--- src/rtl/cc_frame_scheduler_pkg.sv ---
// Shared types for the ColorChord frame scheduler.
// Holds the NoteFinder and LED sequencing state enums and a width helper.
package CCHW;

  typedef enum logic [1:0] {
    NF_IDLE   = 2'd0,
    NF_SETTLE = 2'd1,
    NF_RUN    = 2'd2
  } NFSchedState_t;

  typedef enum logic {
    LED_IDLE = 1'b0,
    LED_BUSY = 1'b1
  } LEDSchedState_t;

  // Counter width for values 0..n-1, never narrower than one bit.
  function automatic int min1_clog2(input int n);
    return (n > 1) ? $clog2(n) : 1;
  endfunction

endpackage

--- src/rtl/cc_frame_scheduler_sat_counter.sv ---
// Saturating event counter with synchronous clear.
// A clear takes priority over a same-cycle increment.
module SatCounter #(
  parameter int W = 16
) (
  input  logic         clk,
  input  logic         rst,
  input  logic         inc,
  input  logic         clr,
  output logic [W-1:0] count
);

  always_ff @(posedge clk or posedge rst) begin
    if (rst) begin
      count <= '0;
    end else if (clr) begin
      count <= '0;
    end else if (inc && (count != '1)) begin
      count <= count + W'(1);
    end
  end

endmodule

--- src/rtl/cc_frame_scheduler.sv ---
// Frame sequencer: decimates DFT reads, delays the NoteFinder start while the
// bins settle, then chains NoteFinder -> LinearVisualizer -> LED driver.
//
// NoteFinder FSM
//   state     | meaning
//   NF_IDLE   | waiting for a decimation trigger
//   NF_SETTLE | counting down DFT settle time before nfStart
//   NF_RUN    | NoteFinder running, waiting for nfFinished
// LED FSM
//   state     | meaning
//   LED_IDLE  | LED driver free
//   LED_BUSY  | LED driver shifting a frame, waiting for ledDone
module cc_frame_scheduler
  import CCHW::*;
#(
  parameter int DECIM      = 64,
  parameter int DFT_SETTLE = 4,
  parameter int CNT_W      = 16
) (
  input  logic             clk,
  input  logic             rst,
  input  logic             enable,
  input  logic             clearStats,
  input  logic             doingRead,
  input  logic             nfFinished,
  input  logic             lvDataValid,
  input  logic             ledDone,
  output logic             nfStart,
  output logic             lvStart,
  output logic             ledStart,
  output logic             busy,
  output logic [CNT_W-1:0] nfOverruns,
  output logic [CNT_W-1:0] ledDrops
);

  localparam int RC_W = min1_clog2(DECIM);
  localparam int ST_W = min1_clog2(DFT_SETTLE);
  localparam logic [RC_W-1:0] RC_LAST = RC_W'(DECIM - 1);
  localparam logic [ST_W-1:0] ST_LOAD = ST_W'(DFT_SETTLE - 1);

  NFSchedState_t  nf_state, nf_state_d;
  LEDSchedState_t led_state, led_state_d;
  logic [RC_W-1:0] read_cnt;
  logic [ST_W-1:0] settle_cnt, settle_cnt_d;
  logic            trigger;
  logic            nf_accept;
  logic            nf_drop, led_drop;
  logic            nf_start_d, lv_start_d, led_start_d;

  assign trigger = doingRead && enable && (read_cnt == RC_LAST);

  always_ff @(posedge clk or posedge rst) begin
    if (rst) begin
      read_cnt <= '0;
    end else if (doingRead && enable) begin
      read_cnt <= (read_cnt == RC_LAST) ? '0 : read_cnt + RC_W'(1);
    end
  end

  // State and registered-output update.
  always_ff @(posedge clk or posedge rst) begin
    if (rst) begin
      nf_state   <= NF_IDLE;
      led_state  <= LED_IDLE;
      settle_cnt <= '0;
      nfStart    <= 1'b0;
      lvStart    <= 1'b0;
      ledStart   <= 1'b0;
    end else begin
      nf_state   <= nf_state_d;
      led_state  <= led_state_d;
      settle_cnt <= settle_cnt_d;
      nfStart    <= nf_start_d;
      lvStart    <= lv_start_d;
      ledStart   <= led_start_d;
    end
  end

  // nfStart is registered on the edge where settle_cnt reaches 0, so it lands
  // exactly DFT_SETTLE cycles after the trigger; a settle of 1 skips NF_SETTLE.
  always_comb begin
    nf_state_d   = nf_state;
    settle_cnt_d = settle_cnt;
    nf_accept    = 1'b0;
    case (nf_state)
      NF_IDLE: begin
        if (trigger) nf_accept = 1'b1;
      end
      NF_SETTLE: begin
        settle_cnt_d = settle_cnt - ST_W'(1);
        if (settle_cnt == ST_W'(1)) nf_state_d = NF_RUN;
      end
      NF_RUN: begin
        if (nfFinished && trigger) nf_accept = 1'b1;
        else if (nfFinished)       nf_state_d = NF_IDLE;
      end
      default: nf_state_d = NF_IDLE;
    endcase
    if (nf_accept) begin
      if (DFT_SETTLE == 1) begin
        nf_state_d = NF_RUN;
      end else begin
        nf_state_d   = NF_SETTLE;
        settle_cnt_d = ST_LOAD;
      end
    end

    led_state_d = led_state;
    case (led_state)
      LED_IDLE: if (lvDataValid) led_state_d = LED_BUSY;
      LED_BUSY: if (ledDone && !lvDataValid) led_state_d = LED_IDLE;
      default:  led_state_d = LED_IDLE;
    endcase
  end

  always_comb begin
    nf_start_d  = ((nf_state == NF_SETTLE) && (settle_cnt == ST_W'(1))) ||
                  (nf_accept && (DFT_SETTLE == 1));
    lv_start_d  = (nf_state == NF_RUN) && nfFinished;
    nf_drop     = trigger && !nf_accept;
    led_start_d = lvDataValid && ((led_state == LED_IDLE) || ledDone);
    led_drop    = lvDataValid && (led_state == LED_BUSY) && !ledDone;
  end

  assign busy = (nf_state != NF_IDLE) || (led_state != LED_IDLE);

  SatCounter #(.W(CNT_W)) u_nf_overruns (
    .clk   (clk),
    .rst   (rst),
    .inc   (nf_drop),
    .clr   (clearStats),
    .count (nfOverruns)
  );

  SatCounter #(.W(CNT_W)) u_led_drops (
    .clk   (clk),
    .rst   (rst),
    .inc   (led_drop),
    .clr   (clearStats),
    .count (ledDrops)
  );

endmodule
--- config.mk ---
export PLATFORM = sky130hd
export DESIGN_NAME = cc_frame_scheduler
export DESIGN_NICKNAME = d
export VERILOG_FILES = /design/src/rtl/cc_frame_scheduler_pkg.sv /design/src/rtl/cc_frame_scheduler_sat_counter.sv /design/src/rtl/cc_frame_scheduler.sv
export SDC_FILE = /design/constraint.sdc
export NUM_CORES = 1
export LEC_CHECK = 0
export CORE_AREA = 10 10 95 105
export CTS_CLUSTER_SIZE = 30
export DETAILED_ROUTE_END_ITERATION = 10
export DIE_AREA = 0 0 105 115
export GPL_TIMING_DRIVEN = 0
export PLACE_DENSITY_LB_ADDON = 0.3
export SLEW_MARGIN = 0
export SYNTH_ARGS = -nofsm -noshare
export SYNTH_HDL_FRONTEND = slang
export SYNTH_SLANG_ARGS = --single-unit
--- constraint.sdc ---
create_clock -name clk -period 1.8 [get_ports clk]
set_clock_uncertainty 0.15 [all_clocks]
set_input_delay 0.18 -clock clk [delete_from_list [all_inputs] [get_ports clk]]
set_output_delay 0.18 -clock clk [all_outputs]
set_load 0.02 [all_outputs]
==> metrics.md, run 1 <==
| Metric | Value |
|---|---|
| Final Util | `between 50% and 60%` |
| Number of synthesized flops with an enable pin | `0` |
| Slew headroom | `55.0%` |
| IO buf count | `42` |
| Register area share after synthesis | `between 40% and 50%` |
| Clock buffer depth | `2` |
| Number of H-tree levels | `2` |
| CTS root buf | `clkbuf_8` |
| CP endpoint kind | `register` |
| Leak | `roughly 1.7 nW` |
| Nets | `between 300 and 400` |
| Min-delay worst type | `in2reg` |
| Logic pwr share | `between 10% and 20%` |
| DIE WIDTH | `105 um` |
| Num CTS Buffers | `5` |
| Area Growth Syn to Fin | `54.5%` |
| Simple-gate portion of the synthesized area | `between 20% and 30%` |
| Switching Fraction | `a little over a quarter` |
| Via count | `roughly 2800` |
| Initial antenna violation count | `0` |
| # setup viols final | `15` |
| Cell Pwr Density | `just over 500 mW/mm^2` |
| Sequential power share | `a little over half` |
| Synth warn | `0` |
| Syn Nets | `287` |
| Synthesized cell area | `0.00266 mm^2` |
| Core Area | `0.00783 mm^2` |
| Hold Fails Final Rpt | `0` |
| Grt ovf | `0` |
| Fillers | `722` |
| #FFs+latches synth | `46` |
| DRC | `0` |
| Clk_lat worst skew | `about 0.30 ns` |
| Multi-input logic area | `between 0.0015 and 0.002 mm^2` |
| Ratio of cells with drive above 1 in the final layout | `about two fifths` |
| ANT cells | `0` |
| Count of cell types in the netlist | `a little over 50` |
| Post-route ant nets | `0` |
| Clock share of power | `33.2%` |
| Worst EP arrival | `slightly below 2 ns` |
| Number of global-route vias before repair | `between 2000 and 3000` |
| Largest family of logic cells by synthesized area | `simple AND/OR/NAND/NOR gates` |
| Highest ir drop seen on vdd | `0.312 mV` |
| HPWL Detailed | `5130 um` |
| Via/cell ratio | `between 5 and 6` |
| Die Y | `115 um` |
| Clock Pin Slew Worst Setup and Hold Paths | `0.09 ns` |
| Internal cell power | `between 1.5 and 2 mW` |
| DRT iter0 DRCs | `~140` |
| Clock sink count | `46` |
| Max_cap viols | `0` |
| Post-synthesis mux area share | `between 1.5 and 2%` |
| Fmax | `about 0.53 GHz` |
| Crit Path Category | `reg2reg` |
| Gate Count Post-Synth | `275` |
| Outcome | `finished, violations left` |
| Routed len/inst | `around 18 um` |
| Met2 Track Usage GR | `a little over a fifth` |
| Crit-path slowest cell | `or4_4` |
| Minimum clock period | `1.90 ns` |
| Initial Utilization | `34.0%` |
| Net switching power | `around 560 uW` |
| Setup WS post-layout | `-0.100 ns` |
| Failing checks | `negative setup slack` |
| Post-Synth Adder-Cell Area | `roughly 1.9%` |
| Worst endpoint required time | `about 1.9 ns` |
| Syn_area_per_cell | `a little under 10 um^2` |
| Post-synth ARST share | `100%` |
| WL final | `around 8500 um` |
| Worst R2R Path Depth | `5` |
| WHS Path Cells | `3` |
| Largest stage delay, worst path | `0.51 ns` |
| Boundary Pins | `44` |
| First-pass GRT wire length | `around 12000 um` |
| Die area | `roughly 0.012 mm^2` |
| Largest net degree at the start of global routing | `39` |
| Synth Area in XOR/XNOR | `1.32%` |
| CTS tree | `done` |
| Synth Flop Type | `dfrtp_1` |
| Hold_ws | `between 0.1 and 0.15 ns` |
| Final setup TNS | `-1.03 ns` |
| Crit path launch type | `register` |
| Compound-Gate Fraction of Synth Area | `21.1%` |
| GR Util All Layers | `between 10 and 15%` |
| Met1 GRT Util | `about 15%` |
| Register Area | `0.00118 mm^2` |
| Final period util | `106%` |
| Met3 Use GR | `under 10%` |
| Final Max Slew Viols | `0` |
| Slew @ Worst Pin | `0.675 ns` |
| GRT busiest layer | `met2` |
| Final GP Congestion | `between 0.8 and 0.9` |
| Crit-path cells | `nand4_1, buf_4, or4_4, nand3_2, mux2_4` |
| Row count | `34` |
| RSZ-0062 raised after global routing | `true` |
| DR pass1 iterations | `4` |
| CP max FO | `3` |
[final timing paths]
kind / from / end / slack [ns]
worst min register to register: read_cnt[5] / read_cnt[5] / 0.37
worst max register to register: u_nf_overruns.count[3] / u_nf_overruns.count[2] / -0.10
max in group asynchronous: rst / u_nf_overruns.count[10] / 0.49
worst min-delay path: clearStats / u_nf_overruns.count[13] / 0.10
worst max-delay path: u_nf_overruns.count[3] / u_nf_overruns.count[2] / -0.10
min in group asynchronous: rst / led_state / 0.51
[synthesized netlist by cell type (all sizes together) (2+ instances only)]
cell type	count	area, um^2
o41ai	9	78.8
or2	2	12.5
o311ai	4	35.0
a311oi	2	17.5
nor3	6	30.0
a31oi	3	18.8
o2111ai	4	52.6
nor2b	4	25.0
and4	6	57.6
nor2	5	18.8
or4	10	75.1
a211oi	2	15.0
nand2	17	63.8
and2	4	25.0
a21oi	24	120
dfrtp	46	1150
ha	4	50.1
clkbuf	4	15.0
a2bb2oi	2	17.5
nand2b	5	31.3
nand4	11	81.3
and3	6	37.5
xor2	2	17.5
nand3	21	105
or3	9	56.3
o31ai	7	52.6
xnor2	2	17.5
o21ai	15	75.1
mux2	3	33.8
inv	10	37.5
buf	10	72.6
nor4	4	40.0
[registers in the layout (all words and copies together) (netlist names)]
signal	count
settle_cnt	2
led_state	1
read_cnt	6
lvStart	1
u_led_drops.count	16
nf_state	2
u_nf_overruns.count	16
ledStart	1
nfStart	1
[worst max-delay path, delay by kind of cell (launching register included)]
family	cells	cell delay, ns
multiplexers	1	0.30
AND/OR/NAND/NOR	3	0.75
flip-flops	1	0.40
buffers and inverters	1	0.19
[logic make-up after synthesis]
logic type | Yosys count
AO/OA/AOI/OAI | 79
XOR/XNOR | 4
adder cells (fa/ha/maj) | 4
buffers and inverters | 24
flip-flops | 46
multiplexers | 4
AND/OR/NAND/NOR | 114
[cell usage in the layout, fill, tap and decap left out, types with 7 or more instances in the layout]
cell type and instances:
o21ai_0 12, nand4_1 9, dlymetal6s2s_1 9, a21oi_2 9
buf_4 51, dfrtp_2 24, nand3_1 18, o31ai_1 7
nand2_1 15, clkdlybuf4s50_1 29, a21oi_1 15, or4_4 7
dfrtp_1 22, or3_1 7, inv_1 9
[final cells by class]
cell class / count / share of cell area, %
multi-input cells: 206 / 41.6
flip-flops and latches: 46 / 28.7
repair buffers: 96 / 21.2
well taps: 108 / 3.28
plain buffers: 11 / 2.13
clock buffers: 7 / 2.10
inverters: 10 / 0.912
clock inverters: 1 / 0.122
[routing by layer]
| layer | routed length (um) | up-vias |
|---|---|---|
| met5 | 0 | - |
| met4 | 116 | 0 |
| met3 | 435 | 11 |
| met2 | 4320 | 83 |
| met1 | 3620 | 1377 |
| li1 | - | 1292 |
[power groups by stage]
stage | clock [mW] | combinational [mW] | sequential, mW
global placement | 0 | 0.190 | 1.16
global route | 0.730 | 0.281 | 1.15
floorplan | 0 | 0.123 | 1.16
CTS | 0.693 | 0.234 | 1.14
detailed placement | 0 | 0.198 | 1.16
finish | 0.689 | 0.250 | 1.14
[stage by stage]
| step | setup WS [ns] | cells | cell area, um^2 | power, mW |
|---|---|---|---|---|
| final | -0.100 | 485 | 4120 | 2.08 |
| after global routing | -0.171 | 485 | 4120 | 2.16 |
| after CTS | -0.100 | 462 | 3680 | 2.06 |
| after detailed placement | -0.379 | 426 | 3300 | 1.36 |
| after global placement | -0.829 | 425 | 3280 | 1.35 |
| after floorplan | -0.0911 | 275 | 2720 | 1.28 |
[what timing repair did]
action / in CTS / in global routing
gates cloned: 2 / 2
pin swaps: 13 / 24
hold buffers: 1 / 0
hold endpoints to repair: 8 / 0
endpoints found under the setup margin: 33 / 36
buffers inserted: 28 / 21
gates resized for setup: 25 / 71
(Power assumes the default switching activity.)
==> run 2: changes to the inputs <==
--- a/config.mk
+++ b/config.mk
@@ -5,13 +5,14 @@
 export SDC_FILE = /design/constraint.sdc
 export NUM_CORES = 1
 export LEC_CHECK = 0
-export CORE_AREA = 10 10 95 105
+export CORE_AREA = 10 10 93 103
 export CTS_CLUSTER_SIZE = 30
 export DETAILED_ROUTE_END_ITERATION = 10
-export DIE_AREA = 0 0 105 115
+export DIE_AREA = 0 0 103 113
 export GPL_TIMING_DRIVEN = 0
 export PLACE_DENSITY_LB_ADDON = 0.3
 export SLEW_MARGIN = 0
 export SYNTH_ARGS = -nofsm -noshare
 export SYNTH_HDL_FRONTEND = slang
+export SYNTH_HIERARCHICAL = 1
 export SYNTH_SLANG_ARGS = --single-unit
==> metrics.md, run 2 <==
| Metric | Value |
|---|---|
| CP max FO | `2` |
| Area Growth Syn to Fin | `59.0%` |
| Boundary Pins | `44` |
| Die Y | `between 100 and 150 um` |
| Cell Pwr Density | `between 500 and 600 mW/mm^2` |
| Ratio of cells with drive above 1 in the final layout | `a little over two fifths` |
| DRT iter0 DRCs | `96` |
| Slew headroom | `53.7%` |
| Number of synthesized flops with an enable pin | `0` |
| #FFs+latches synth | `46` |
| Count of cell types in the netlist | `slightly above 40` |
| Fmax | `0.467 GHz` |
| Hold Fails Final Rpt | `0` |
| Setup WS post-layout | `-0.340 ns` |
| Initial antenna violation count | `0` |
| Final Util | `a little over half` |
| Clk_lat worst skew | `around 0.30 ns` |
| DIE WIDTH | `103 um` |
| Initial Utilization | `between 30% and 40%` |
| Post-synth ARST share | `100%` |
| First-pass GRT wire length | `approximately 12000 um` |
| Fin cells | `460` |
| Clock buffer depth | `2` |
| Minimum clock period | `~2.1 ns` |
| GR Util All Layers | `12.7%` |
| Nets | `~380` |
| Die area | `around 0.012 mm^2` |
| DR pass1 iterations | `4` |
| Final setup TNS | `-3.66 ns` |
| ANT cells | `0` |
| Commonest non-fill, non-tap cell in the layout | `buf_4` |
| Buf+Inv Stages, Crit Path | `1` |
| Register Area | `approximately 0.0012 mm^2` |
| Synth Flop Type | `dfrtp_1` |
| Post-placement cell count | `between 300 and 400` |
| Largest regs | `u_led_drops/count x16, u_nf_overruns/count x16, read_cnt x6` |
| # setup viols final | `20` |
| CP top delay family | `simple AND/OR/NAND/NOR gates` |
| CTS root buf | `clkbuf_8` |
| Synth warn | `6` |
| Leak | `roughly 1.8 nW` |
| CTS tree | `done` |
| IO buf count | `42` |
| Fillers | `~650` |
| Commonest cells post-synth | `dfrtp_1, a21oi_1, nand2_1, nand3_1, or3_1` |
| Multi-input logic area | `between 0.0015 and 0.002 mm^2` |
| Dpl ws | `-1.02 ns` |
| Power consumption | `2.36 mW` |
| Placed Area | `about 0.0032 mm^2` |
| Final GP Congestion | `around 0.76` |
| Largest cells by area after synthesis | `dfrtp_1, a21oi_1, or4_1, or3_1, o31ai_1` |
| Failing checks | `negative setup slack` |
| Crit Path Category | `reg2reg` |
| DRC | `0` |
| Syn_area_per_cell | `9.56 um^2` |
| Grt ovf | `0` |
| Core Area | `approximately 0.0074 mm^2` |
| Num CTS Buffers | `5` |
| Outcome | `finished, violations left` |
| Crit-path cells | `and3_4, nand4_4, nor2_4, buf_6, nand3_2, or4_4, or3_4, a21oi_2` |
| Clock Pin Slew Worst Setup and Hold Paths | `~0.10 ns` |
| Largest stage delay, worst path | `0.43 ns` |
| Crit path launch type | `register` |
| Via/cell ratio | `around 5.7` |
| Register area share after synthesis | `45.1%` |
| Worst EP arrival | `approximately 2.2 ns` |
| Final Max Slew Viols | `0` |
| HPWL Detailed | `around 4600 um` |
| Worst endpoint required time | `around 1.9 ns` |
| Gate Count Post-Synth | `around 270` |
| Slew @ Worst Pin | `roughly 0.69 ns` |
| CP endpoint kind | `register` |
| Number of global-route vias before repair | `~2500` |
| Synthesized cell area | `approximately 0.0026 mm^2` |
| Most area-hungry cell type in the Yosys netlist | `dfrtp_1` |
| Largest net degree at the start of global routing | `17` |
| Final Cell Area | `just over 0.004 mm^2` |
| Syn Nets | `about 280` |
| Max_cap viols | `0` |
| Routed len/inst | `17.1 um` |
| Row count | `33` |
| Leading cell type by number of instances after synthesis | `dfrtp_1` |
| Most frequent cells in the layout | `buf_4, clkdlybuf4s50_1, dfrtp_2, dfrtp_1, nand2_1` |
| Clock sink count | `between 40 and 50` |
| Top cell type's share of synthesized area | `between 40% and 50%` |
| Crit-path slowest cell | `or4_4` |
| Final period util | `119%` |
| Min-delay worst type | `in2async` |
| Post-route ant nets | `0` |
| Via count | `2609` |
| WL final | `between 7000 and 8000 um` |
| Number of H-tree levels | `2` |
| Hold_ws | `around 0.14 ns` |
| Highest ir drop seen on vdd | `about 0.36 mV` |
| RSZ-0062 raised after global routing | `true` |
==> run 2: cell types whose count changed after synthesis, moves of 3 or more <==
| cell | previous run | this run |
|---|---|---|
| buf_2 | 4 | 0 |
| and3_1 | 6 | 1 |
| mux2_2 | 0 | 4 |
| o2111ai_1 | 3 | 0 |
| o311ai_0 | 4 | 0 |
| nand3_1 | 21 | 16 |
| nand4_4 | 0 | 3 |
| nand2_1 | 17 | 20 |
| o41ai_1 | 9 | 4 |
| mux2_1 | 3 | 0 |
| nor4_1 | 3 | 6 |
| nor2_1 | 5 | 9 |
| o31ai_1 | 7 | 11 |
| or3_1 | 9 | 14 |
==> run 2: cells by family after synthesis <==
group           synth area share, %
simple gates                   30.4
compound gates                 14.8
flops                          45.1
buf+inv                        3.72
mux                            2.94
fa+ha+maj                      1.96
xor+xnor                       1.03
==> run 2: layer usage <==
layer  up-vias  track usage, %  share of wire, %
li1       1217               -                 -
met1      1312            15.4                42
met2        72            21.2                50
met3         8            3.71               6.2
met4         0            3.53               1.2
met5         -               0                 0
==> run 2: repair_timing <==
action	in CTS	in global routing
endpoints found under the setup margin	30	38
hold endpoints to repair	6	0
gates resized for setup	41	57
hold buffers	1	0
buffers inserted	37	21
pin swaps	23	19
==> run 2: area by class of cell <==
cell class	instances	area share [%]
Timing Repair Buffer	100	22.3
Tap cell	87	2.68
Buffer	6	1.20
Clock buffer	7	1.88
Clock inverter	1	0.740
Multi-Input combinational cell	201	41.0
Inverter	12	1.11
Sequential cell	46	29.1
==> run 2: where the power goes <==
part | switching (mW) | internal, mW | total [mW]
clock | 0.361 | 0.416 | 0.777
sequential | 0.0654 | 1.11 | 1.17
combinational | 0.201 | 0.214 | 0.415
==> run 2: worst reg2reg max path: stages (launching register included) <==
cell and delay [ns]:
dfrtp_1 0.37, and3_4 0.20, nand4_4 0.09, nor2_4 0.15
buf_6 0.13, nand3_2 0.07, or4_4 0.43, or3_4 0.35
a21oi_2 0.13
==> run 2: final timing paths <==
kind / from / endpoint / slack [ns] / cells after the start
worst max register to register: read_cnt[4] / u_nf_overruns/count[12] / -0.34 / 8
max in group asynchronous: rst / u_nf_overruns/count[0] / 0.80 / 2
worst max-delay path: read_cnt[4] / u_nf_overruns/count[12] / -0.34 / 8
worst min register to register: settle_cnt[1] / settle_cnt[1] / 0.37 / 2
min in group clk: lvDataValid / led_state / 0.31 / 3
worst min-delay path: rst / read_cnt[4] / 0.14 / 2
